**src/rtl/high_write_buffer_pkg.sv**
```systemverilog
// Shared definitions for the low-to-high write path inside bus_decode.
// The converters and the high write buffer all import this package, so they
// derive their widths from the same place.
//   - default parameter values for the wide-word path
//   - calc_high_width : wide data width from the low width and the burst log
//   - calc_entry_width: width of one buffered {addr, data} entry
//   - clog2           : ceiling log2 helper for sizing pointers
package high_write_buffer_pkg;

  localparam int DEFAULT_BRUST_SIZE_LOG = 2;
  localparam int DEFAULT_ADDR_WIDTH     = 16;
  localparam int DEFAULT_LOW_DATA_WIDTH = 8;
  localparam int DEFAULT_FIFO_DEPTH_LOG = 2;

  // One wide word is 2**burst_log low beats.
  function automatic int calc_high_width(input int low_width, input int burst_log);
    return low_width << burst_log;
  endfunction

  // The address is stored above the data in each entry.
  function automatic int calc_entry_width(input int addr_width, input int data_width);
    return addr_width + data_width;
  endfunction

  // Smallest n with 2**n >= value. Returns 1 for values of 1 or less so that
  // index ports never collapse to zero bits.
  function automatic int clog2(input int value);
    int result;
    result = 0;
    while ((1 << result) < value) begin
      result = result + 1;
    end
    if (result == 0) begin
      result = 1;
    end
    return result;
  endfunction

endpackage

```
**src/rtl/high_write_buffer_if.sv**
```systemverilog
// Bus bundle between the low-to-high converter, the high write buffer and the
// wide memory port.
//   high_write_valid/data/addr : one-cycle pulse per assembled word (no ready)
//   mem_write_valid/data/addr  : head entry presented to the wide port
//   mem_write_ready            : sink accepts the head entry when high with valid
// Modports:
//   slave  - the buffer's view (consumes high_write_*, produces mem_write_*)
//   master - the environment's view (converter plus memory sink)
interface high_write_buffer_if #(
  parameter int ADDR_WIDTH      = 16,
  parameter int HIGH_DATA_WIDTH = 32
);

  logic [HIGH_DATA_WIDTH-1:0] high_write_data;
  logic [ADDR_WIDTH-1:0]      high_write_addr;
  logic                       high_write_valid;

  logic                       mem_write_valid;
  logic [HIGH_DATA_WIDTH-1:0] mem_write_data;
  logic [ADDR_WIDTH-1:0]      mem_write_addr;
  logic                       mem_write_ready;

  modport slave (
    input  high_write_data,
    input  high_write_addr,
    input  high_write_valid,
    output mem_write_valid,
    output mem_write_data,
    output mem_write_addr,
    input  mem_write_ready
  );

  modport master (
    output high_write_data,
    output high_write_addr,
    output high_write_valid,
    input  mem_write_valid,
    input  mem_write_data,
    input  mem_write_addr,
    output mem_write_ready
  );

endinterface

```
**src/rtl/high_write_buffer_fifo_mem.sv**
```systemverilog
// high_write_fifo_mem: parameterised register array backing the high write
// buffer. One synchronous write port and one asynchronous read port, which
// gives the buffer first-word fall-through on its output.
// Contents are deliberately not reset; the pointers decide what is valid.
//   clk     : write clock
//   wr_en   : write array[wr_addr] with wr_data on the rising edge
//   wr_addr : write index
//   wr_data : entry to store
//   rd_addr : read index
//   rd_data : combinational read of array[rd_addr]
module high_write_fifo_mem
  import high_write_buffer_pkg::*;
#(
  parameter int WIDTH = 48,
  parameter int DEPTH = 4,
  localparam int INDEX_WIDTH = clog2(DEPTH)
) (
  input  logic                   clk,
  input  logic                   wr_en,
  input  logic [INDEX_WIDTH-1:0] wr_addr,
  input  logic [WIDTH-1:0]       wr_data,
  input  logic [INDEX_WIDTH-1:0] rd_addr,
  output logic [WIDTH-1:0]       rd_data
);

  logic [WIDTH-1:0] mem [DEPTH];

  // Storage write: no reset, so a reset never disturbs array contents.
  always_ff @(posedge clk) begin
    if (wr_en) begin
      mem[wr_addr] <= wr_data;
    end
  end

  assign rd_data = mem[rd_addr];

endmodule

```
**src/rtl/high_write_buffer.sv**
```systemverilog
// high_write_buffer: downstream stage of the low-to-high converter.
// It captures every wide word pulsed on high_write_*, queues it in a small
// FIFO and drains it to the wide port with a valid/ready handshake. The
// upstream side cannot be stalled, so a word that arrives while the FIFO is
// full and not draining is dropped, and a sticky overflow flag records it.
//   clk, rst       : clock and asynchronous active-high reset
//   bus            : slave side of high_write_buffer_if
//   fifo_count     : number of occupied entries (registered)
//   overflow       : sticky, set when a word was dropped
//   overflow_clear : synchronous clear of overflow (a drop in the same cycle wins)
module high_write_buffer
  import high_write_buffer_pkg::*;
#(
  parameter int BRUST_SIZE_LOG = DEFAULT_BRUST_SIZE_LOG,
  parameter int ADDR_WIDTH     = DEFAULT_ADDR_WIDTH,
  parameter int LOW_DATA_WIDTH = DEFAULT_LOW_DATA_WIDTH,
  parameter int FIFO_DEPTH_LOG = DEFAULT_FIFO_DEPTH_LOG
) (
  input  logic                    clk,
  input  logic                    rst,
  high_write_buffer_if.slave      bus,
  output logic [FIFO_DEPTH_LOG:0] fifo_count,
  output logic                    overflow,
  input  logic                    overflow_clear
);

  localparam int HIGH_DATA_WIDTH = calc_high_width(LOW_DATA_WIDTH, BRUST_SIZE_LOG);
  localparam int ENTRY_WIDTH     = calc_entry_width(ADDR_WIDTH, HIGH_DATA_WIDTH);
  localparam int DEPTH           = 1 << FIFO_DEPTH_LOG;
  localparam logic [FIFO_DEPTH_LOG:0] FULL_COUNT = (FIFO_DEPTH_LOG + 1)'(DEPTH);

  logic [FIFO_DEPTH_LOG-1:0] wr_ptr;
  logic [FIFO_DEPTH_LOG-1:0] rd_ptr;
  logic [FIFO_DEPTH_LOG:0]   count;
  logic                      full;
  logic                      push;
  logic                      pop;
  logic                      drop;
  logic [ENTRY_WIDTH-1:0]    wr_entry;
  logic [ENTRY_WIDTH-1:0]    rd_entry;

  // A full FIFO can still take a word if the head leaves in the same cycle,
  // because the freed slot is the one the write pointer is about to reuse.
  always_comb begin
    full = (count == FULL_COUNT);
    pop  = bus.mem_write_valid & bus.mem_write_ready;
    push = bus.high_write_valid & (~full | pop);
    drop = bus.high_write_valid & full & ~pop;
  end

  assign wr_entry = {bus.high_write_addr, bus.high_write_data};

  high_write_fifo_mem #(
    .WIDTH (ENTRY_WIDTH),
    .DEPTH (DEPTH)
  ) u_mem (
    .clk     (clk),
    .wr_en   (push),
    .wr_addr (wr_ptr),
    .wr_data (wr_entry),
    .rd_addr (rd_ptr),
    .rd_data (rd_entry)
  );

  // Valid comes straight from the registered count, so it drops the instant
  // reset asserts and can only fall after a pop.
  assign bus.mem_write_valid = (count != '0);
  assign bus.mem_write_addr  = rd_entry[ENTRY_WIDTH-1 -: ADDR_WIDTH];
  assign bus.mem_write_data  = rd_entry[HIGH_DATA_WIDTH-1:0];
  assign fifo_count          = count;

  // Pointer and occupancy tracking. Pointers wrap naturally at DEPTH.
  always_ff @(posedge clk or posedge rst) begin
    if (rst) begin
      wr_ptr <= '0;
      rd_ptr <= '0;
      count  <= '0;
    end else begin
      if (push) begin
        wr_ptr <= wr_ptr + 1'b1;
      end
      if (pop) begin
        rd_ptr <= rd_ptr + 1'b1;
      end
      if (push && !pop) begin
        count <= count + 1'b1;
      end else if (pop && !push) begin
        count <= count - 1'b1;
      end
    end
  end

  // Sticky drop flag; a drop in the same cycle as a clear keeps it set.
  always_ff @(posedge clk or posedge rst) begin
    if (rst) begin
      overflow <= 1'b0;
    end else if (drop) begin
      overflow <= 1'b1;
    end else if (overflow_clear) begin
      overflow <= 1'b0;
    end
  end

endmodule

```
**src/flat_wrapper.sv**
```systemverilog
// flat-port wrapper written by rule: the top's interface ports become plain ports
module high_write_buffer_flat import high_write_buffer_pkg::*;
#(
  parameter int BRUST_SIZE_LOG = DEFAULT_BRUST_SIZE_LOG,
  parameter int ADDR_WIDTH     = DEFAULT_ADDR_WIDTH,
  parameter int LOW_DATA_WIDTH = DEFAULT_LOW_DATA_WIDTH,
  parameter int FIFO_DEPTH_LOG = DEFAULT_FIFO_DEPTH_LOG
)
  (clk, rst, fifo_count, overflow, overflow_clear, bus_high_write_data, bus_high_write_addr, bus_high_write_valid, bus_mem_write_valid, bus_mem_write_data, bus_mem_write_addr, bus_mem_write_ready);
  high_write_buffer_if #(.ADDR_WIDTH(ADDR_WIDTH), .HIGH_DATA_WIDTH(32)) bus_i ();
  input  logic clk;
  input  logic rst;
  output logic [FIFO_DEPTH_LOG:0] fifo_count;
  output logic overflow;
  input  logic overflow_clear;
  input wire logic [$bits(bus_i.high_write_data)-1:0] bus_high_write_data;
  input wire logic [$bits(bus_i.high_write_addr)-1:0] bus_high_write_addr;
  input wire logic [$bits(bus_i.high_write_valid)-1:0] bus_high_write_valid;
  output wire logic [$bits(bus_i.mem_write_valid)-1:0] bus_mem_write_valid;
  output wire logic [$bits(bus_i.mem_write_data)-1:0] bus_mem_write_data;
  output wire logic [$bits(bus_i.mem_write_addr)-1:0] bus_mem_write_addr;
  input wire logic [$bits(bus_i.mem_write_ready)-1:0] bus_mem_write_ready;
  assign bus_i.high_write_data = bus_high_write_data;
  assign bus_i.high_write_addr = bus_high_write_addr;
  assign bus_i.high_write_valid = bus_high_write_valid;
  assign bus_mem_write_valid = bus_i.mem_write_valid;
  assign bus_mem_write_data = bus_i.mem_write_data;
  assign bus_mem_write_addr = bus_i.mem_write_addr;
  assign bus_i.mem_write_ready = bus_mem_write_ready;
  high_write_buffer #(.BRUST_SIZE_LOG(BRUST_SIZE_LOG), .ADDR_WIDTH(ADDR_WIDTH), .LOW_DATA_WIDTH(LOW_DATA_WIDTH), .FIFO_DEPTH_LOG(FIFO_DEPTH_LOG)) u_core (.clk(clk), .rst(rst), .bus(bus_i), .fifo_count(fifo_count), .overflow(overflow), .overflow_clear(overflow_clear));
endmodule
```
**config.mk**
```make
export PLATFORM = sky130hd
export DESIGN_NAME = high_write_buffer_flat
export DESIGN_NICKNAME = d
export VERILOG_FILES = /design/src/rtl/high_write_buffer_pkg.sv /design/src/rtl/high_write_buffer_if.sv /design/src/rtl/high_write_buffer_fifo_mem.sv /design/src/rtl/high_write_buffer.sv /design/src/flat_wrapper.sv
export SDC_FILE = /design/constraint.sdc
export NUM_CORES = 1
export LEC_CHECK = 0
export BUFFER_PORTS_ARGS = -buffer_cell sky130_fd_sc_hd__buf_2
export CAP_MARGIN = 20
export CORE_UTILIZATION = 55
export DETAILED_ROUTE_END_ITERATION = 16
export PLACE_DENSITY_LB_ADDON = 0.3
export SKIP_LAST_GASP = 1
export SLEW_MARGIN = 20
export SYNTH_ARGS = -nofsm -noshare
export SYNTH_HDL_FRONTEND = slang
export SYNTH_SLANG_ARGS = --single-unit
export TNS_END_PERCENT = 20
```
**constraint.sdc**
```tcl
create_clock -name clk -period 5.3 [get_ports clk]
set_clock_uncertainty 0.1 [all_clocks]
set_input_delay 0.53 -clock clk [delete_from_list [all_inputs] [get_ports clk]]
set_output_delay 0.53 -clock clk [all_outputs]
set_load 0.005 [all_outputs]
```
# Yosys cells after proc, flatten, opt, wreduce, memory -nomap -nowiden
# Memories as Yosys holds them, arrays and structs flattened.
# Index checks and enable logic that the tools add are counted.
word_totals:
  memories: 1
  latchBits: 0
  inputBits: 53
  word_cells: 30
  mem_bits_rw: 192
  mem_bits_ro: 0
  reg_bits: 8
op_classes:
  eq_ne: 1
  n_bitwise: 7
  shifts: 0
  add_sub_neg: 4
  magnitude_cmp: 0
  n_reduce_logical: 7
  n_mux: 6
  n_div: 0
  mul: 0
mem_list:
  columns: ["memory", "words", "width", "rd", "rd_clocked_by_memory_dff", "wr", "line_no", "source"]
  rows:
  - ["u_core.u_mem.mem", 4, 48, 1, 0, 1, "high_write_buffer_fifo_mem.sv:26", "logic [WIDTH-1:0] mem [DEPTH];"]
op_table:
  columns: ["operator", "count"]
  rows:
  - ["3-bit two-way mux", 2]
  - ["2-bit by 1-bit adder with 2-bit output, second input constant", 2]
  - ["1-bit AND", 4]
  - ["1-bit two-way mux", 4]
  - ["2-bit nonzero test", 2]
  - ["3-bit by 1-bit adder with 3-bit output, second input constant", 1]
  - ["3-bit == test, second input constant", 1]
  - ["3-bit nonzero test", 1]
  - ["3-bit by 1-bit subtractor with 3-bit output, second input constant", 1]
  - ["1-bit logical AND", 2]
  - ["1-bit logical NOT", 2]
  - ["1-bit inverter", 2]
  - ["1-bit OR", 1]

# Longest topological paths before layout
logic_depth:
  depth_word: 8
  ltp_mapped: 9

# Hierarchy
# A second synthesis with hierarchy kept.
hier_totals:
  hier_cells: 284
  hier_area_um2: 7323.3
by_module_without_submodules:
  columns: ["module", "n_inst", "seq_area_each_um2", "cells_each", "area_per_inst_um2"]
  rows:
  - ["high_write_fifo_mem", 1, 5765.5, 254, 6949.2]
  - ["high_write_buffer", 1, 200.2, 30, 374.1]

# Worst setup path after synthesis
# No wires, ideal clock.
synth_path:
  path_kind: "reg-to-reg"
  start: "register u_core.count[0], in the netlist u_core.fifo_count[0]"
  end: "register u_core.count[2], in the netlist u_core.fifo_count[2]"
  required_ns: 5.121
  path_buffers: 0
  stages_incl_launch_ff: 9
  slack_ns: 3.061
  arrival_ns: 2.060
  path_cell_list: "dfrtp_1 or3_2 nand2_1 ha_1 inv_1 fa_1 xor2_1 nor2_1 xor2_1"
synth_via:
  elab_chain_cells: 7
  word_cells_on_any_way: 15
synth_rtl:
  columns: ["item", "line_no", "source"]
  rows:
  - ["start: declaration", "high_write_buffer.sv:34", "logic [FIFO_DEPTH_LOG:0] count;"]
  - ["start signal: assignment", "high_write_buffer.sv:86", "count <= count + 1'b1;"]
  - ["start signal: assignment", "high_write_buffer.sv:88", "count <= count - 1'b1;"]
  - ["3-bit nonzero test *", "high_write_buffer.sv:67", "assign bus.mem_write_valid = (count != '0);"]
  - ["named net bus_mem_write_valid", "flat_wrapper.sv:19", "output wire logic [$bits(bus_i.mem_write_valid)-1:0] bus_mem_write_valid;"]
  - ["1-bit AND *", "high_write_buffer.sv:46", "pop = bus.mem_write_valid & bus.mem_write_ready;"]
  - ["1-bit OR", "high_write_buffer.sv:47", "push = bus.high_write_valid & (~full | pop);"]
  - ["1-bit AND", "high_write_buffer.sv:47", null]
  - ["1-bit logical NOT", "high_write_buffer.sv:87", "end else if (pop && !push) begin"]
  - ["1-bit logical AND", "high_write_buffer.sv:87", null]
  - ["2-bit nonzero test (no line)", null, null]
# Mark *: on every way through the listed nets, which the timed path passes. The rest lies on a longest branch. The select of a mux whose other input is x is not followed.
# A chain may end at the register's enable or synchronous reset.

# Worst setup path after layout
layout_path:
  start: "register u_core.rd_ptr[0]"
  end: "output port bus_mem_write_data[8]"
layout_via:
  elab_chain_cells: 1
layout_rtl:
  columns: ["item", "line_no", "source"]
  rows:
  - ["start: declaration", "high_write_buffer.sv:33", "logic [FIFO_DEPTH_LOG-1:0] rd_ptr;"]
  - ["start signal: assignment", "high_write_buffer.sv:83", "rd_ptr <= rd_ptr + 1'b1;"]
  - ["memory read 4 x 48 bit", null, null]
  - ["end: declaration", "flat_wrapper.sv:20", "output wire logic [$bits(bus_i.mem_write_data)-1:0] bus_mem_write_data;"]
# Every way passes these cells.

==> flow_summary.ini <==
[sta]
finalSetupViolCount = 0
tightestPinTransition_ps = 996.9
hold_viol_final = 0
fmax_ghz = 0.3390
fin_crit_sh_pct = 55.65
holdWs_ps = 185.5
post-route-min-period_ps = 2949
slew_violations = 0
finalSetupTns_ps = 0
rsz0062_at_grt = no
relSlewSlack_pct = 33.54

[yosys]
post_synth.cell_area_avg_sq_um = 25.47
seq_area_frac_synth_pct = 80.49
yosysMostFrequentCell = edfxtp_1
synth_area_leaders = edfxtp_1 78%, mux4_2 15%, dfrtp_1 2.7%, buf_6 0.91%, ha_1 0.84%
synth-warning-count = 0
ys_ff_latch = 200
synthFlopType = edfxtp_1
synth_top_area_share_pct = 77.79
async_flop_share_pct = 4.000
syn_area_sq_um = 7412
syn_inst = 291
synth_fp_nets = 350
yosys-top-cells-count = 192 x edfxtp_1, 48 x mux4_2, 8 x dfrtp_1
synth_edf_count = 192
netlist.top_cell.by_area = edfxtp_1
synth.distinct_cells = 22

[placed_design]
hpwl_um = 7377
routabilityCongestion = 0.6635
place_area_sq_um = 8104
port-buffer-count = 105

[critical_path]
cp-start-kind = flop
path_class = reg -> out
crit_required_ps = 4670
cp.arrival_ps = 2320
path_max_fanout = 50
end_kind = output pin

[global_route]
grt_pass1_wl_um = 19200
antenna_found_initial = 1
grt_overflow = 0
grt_pass1_vias = 3507
grtUsageTotal_pct = 19.07
grt_start_max_net_pins = 51

[routing]
drc_errors = 0
first_iter_violations = 262
wl_per_cell_um = 20.47
vias_per_cell = 5.526
drt-total-wl_um = 12260
ant_nets = 0
dr_total_vias = 3310
dr.pass1.iters = 4

[min_path]
hold_path_class = in -> reg

[clocking]
clkLatencyLatePin_ps = 430
post_cts_buffers = 0
cts_resized = 0
cts_root_buf = clkbuf_16
clockBufferDepth = 2
holdBufCountCts = 1
clkTransAtPathRegs_ps = 70
clock_sinks = 200
htree_levels = 4
numCtsBuffers = 17
cts_tree = yes

[outcome]
status = finished clean

[floorplan]
coreArea_sq_um = 13190
die_x_um = 118.1
start_util_pct = 56.19
ios = 106
rows = 42
die_h_um = 118.1
die_area_sq_um = 13950

[power]
p_leak_nw = 3.022
power.density_nw_per_um2 = 542.7
ir_drop_mv = 0.5574

[cells_and_area]
final_layout_size_suffix_gt1_share_pct = 47.39
fin_area_sq_um = 8705
final_nets = 468
area_growth_pct = 17.44

[run]
max-cap-violations = 0
[kinds of logic (layout without fill, tap and decap cells)]
kind of cell / after synthesis / in the layout / share of synthesized area, %
and+or+nand+nor: 11 / 11 / 1.131
other: 0 / 1 / 0
DFF: 200 / 200 / 80.49
xor gates and xnor gates: 6 / 6 / 0.7090
muxes: 50 / 50 / 14.94
buffers and inverters: 17 / 148 / 1.553
AOI/OAI and AO/OA: 1 / 1 / 0.06746
adders and majority gates: 6 / 6 / 1.114
[where the power goes]
group	total (W)	switching (W)	internal (W)
clock network	0.00126	0.000559	0.000705
logic	0.00113	0.000496	0.000637
registers	0.00233	0.000241	0.00209
total	0.00472	0.00130	0.00343
[per-stage QoR]
| step | cells | power [W] | worst slack [ps] | util [%] |
|---|---|---|---|---|
| 4_1_cts | 598 | 0.004790 | 2259 | 65.97 |
| 3_3_place_gp | 565 | 0.003497 | 2535 | 61.44 |
| 3_5_place_dp | 565 | 0.003522 | 2451 | 61.44 |
| 2_1_floorplan | 291 | 0.003057 | 3061 | - |
| 5_1_grt | 599 | 0.004952 | 2151 | 65.99 |
| 6_report | 599 | 0.004724 | 2351 | 65.99 |
[state kept, by name (all words and copies together) (netlist names)]
signal,flops
u_core.u_mem.mem,192
u_core.fifo_count,3
u_core.rd_ptr,2
u_core.wr_ptr,2
u_core.overflow,1
[worst max-delay path: stages, from the launching register on]
cell and delay, ps:
dfrtp_4 1080, mux4_2 620, buf_2 140
[worst paths after layout]
check / slack (ps) / cells past startpoint / startpoint / end
setup / recovery: 2350 / 2 / u_core.rd_ptr[0] / bus_mem_write_data[8]
hold / removal: 190 / 2 / overflow_clear / u_core.overflow
setup reg to reg: 2590 / 4 / u_core.fifo_count[0] / u_core.u_mem.mem[0][42]
hold reg to reg: 430 / 2 / u_core.overflow / u_core.overflow
max in group asynchronous: 4320 / 3 / rst / u_core.rd_ptr[0]
min in group asynchronous: 490 / 3 / rst / u_core.fifo_count[0]
[cell usage in the layout (no fill, tap or decap), types with 2 or more instances in the layout]
cell type     n
and2_2        4
buf_2       105
buf_4         5
bufinv_16     2
clkbuf_16    17
clkinv_2      3
clkinvlp_4    2
dfrtp_1       6
edfxtp_1    192
ha_1          5
inv_1         5
inv_6         6
mux4_2       48
nand2_1       2
xnor2_1       4
xor2_1        2
[routing by layer]
layer	share of wire, %	wire length [um]	track usage (%)	vias up
li1	-	-	-	1465
met1	42	5143	25.07	1723
met2	50	6121	29.23	101
met3	5.8	712	6.008	21
met4	2.3	284	9.295	0
met5	0	0	0	-
[layout make-up]
type | instances | area, sq um
inverters | 5 | 18.77
fillers | 873 | 4486
well taps | 176 | 220.2
diodes | 1 | 2.502
repair buffers | 111 | 573.1
clock buffers | 17 | 425.4
clock inverters | 15 | 162.7
flip-flops and latches | 200 | 5971
multi-input cells | 74 | 1331
Power figures use the tool's default switching activity.
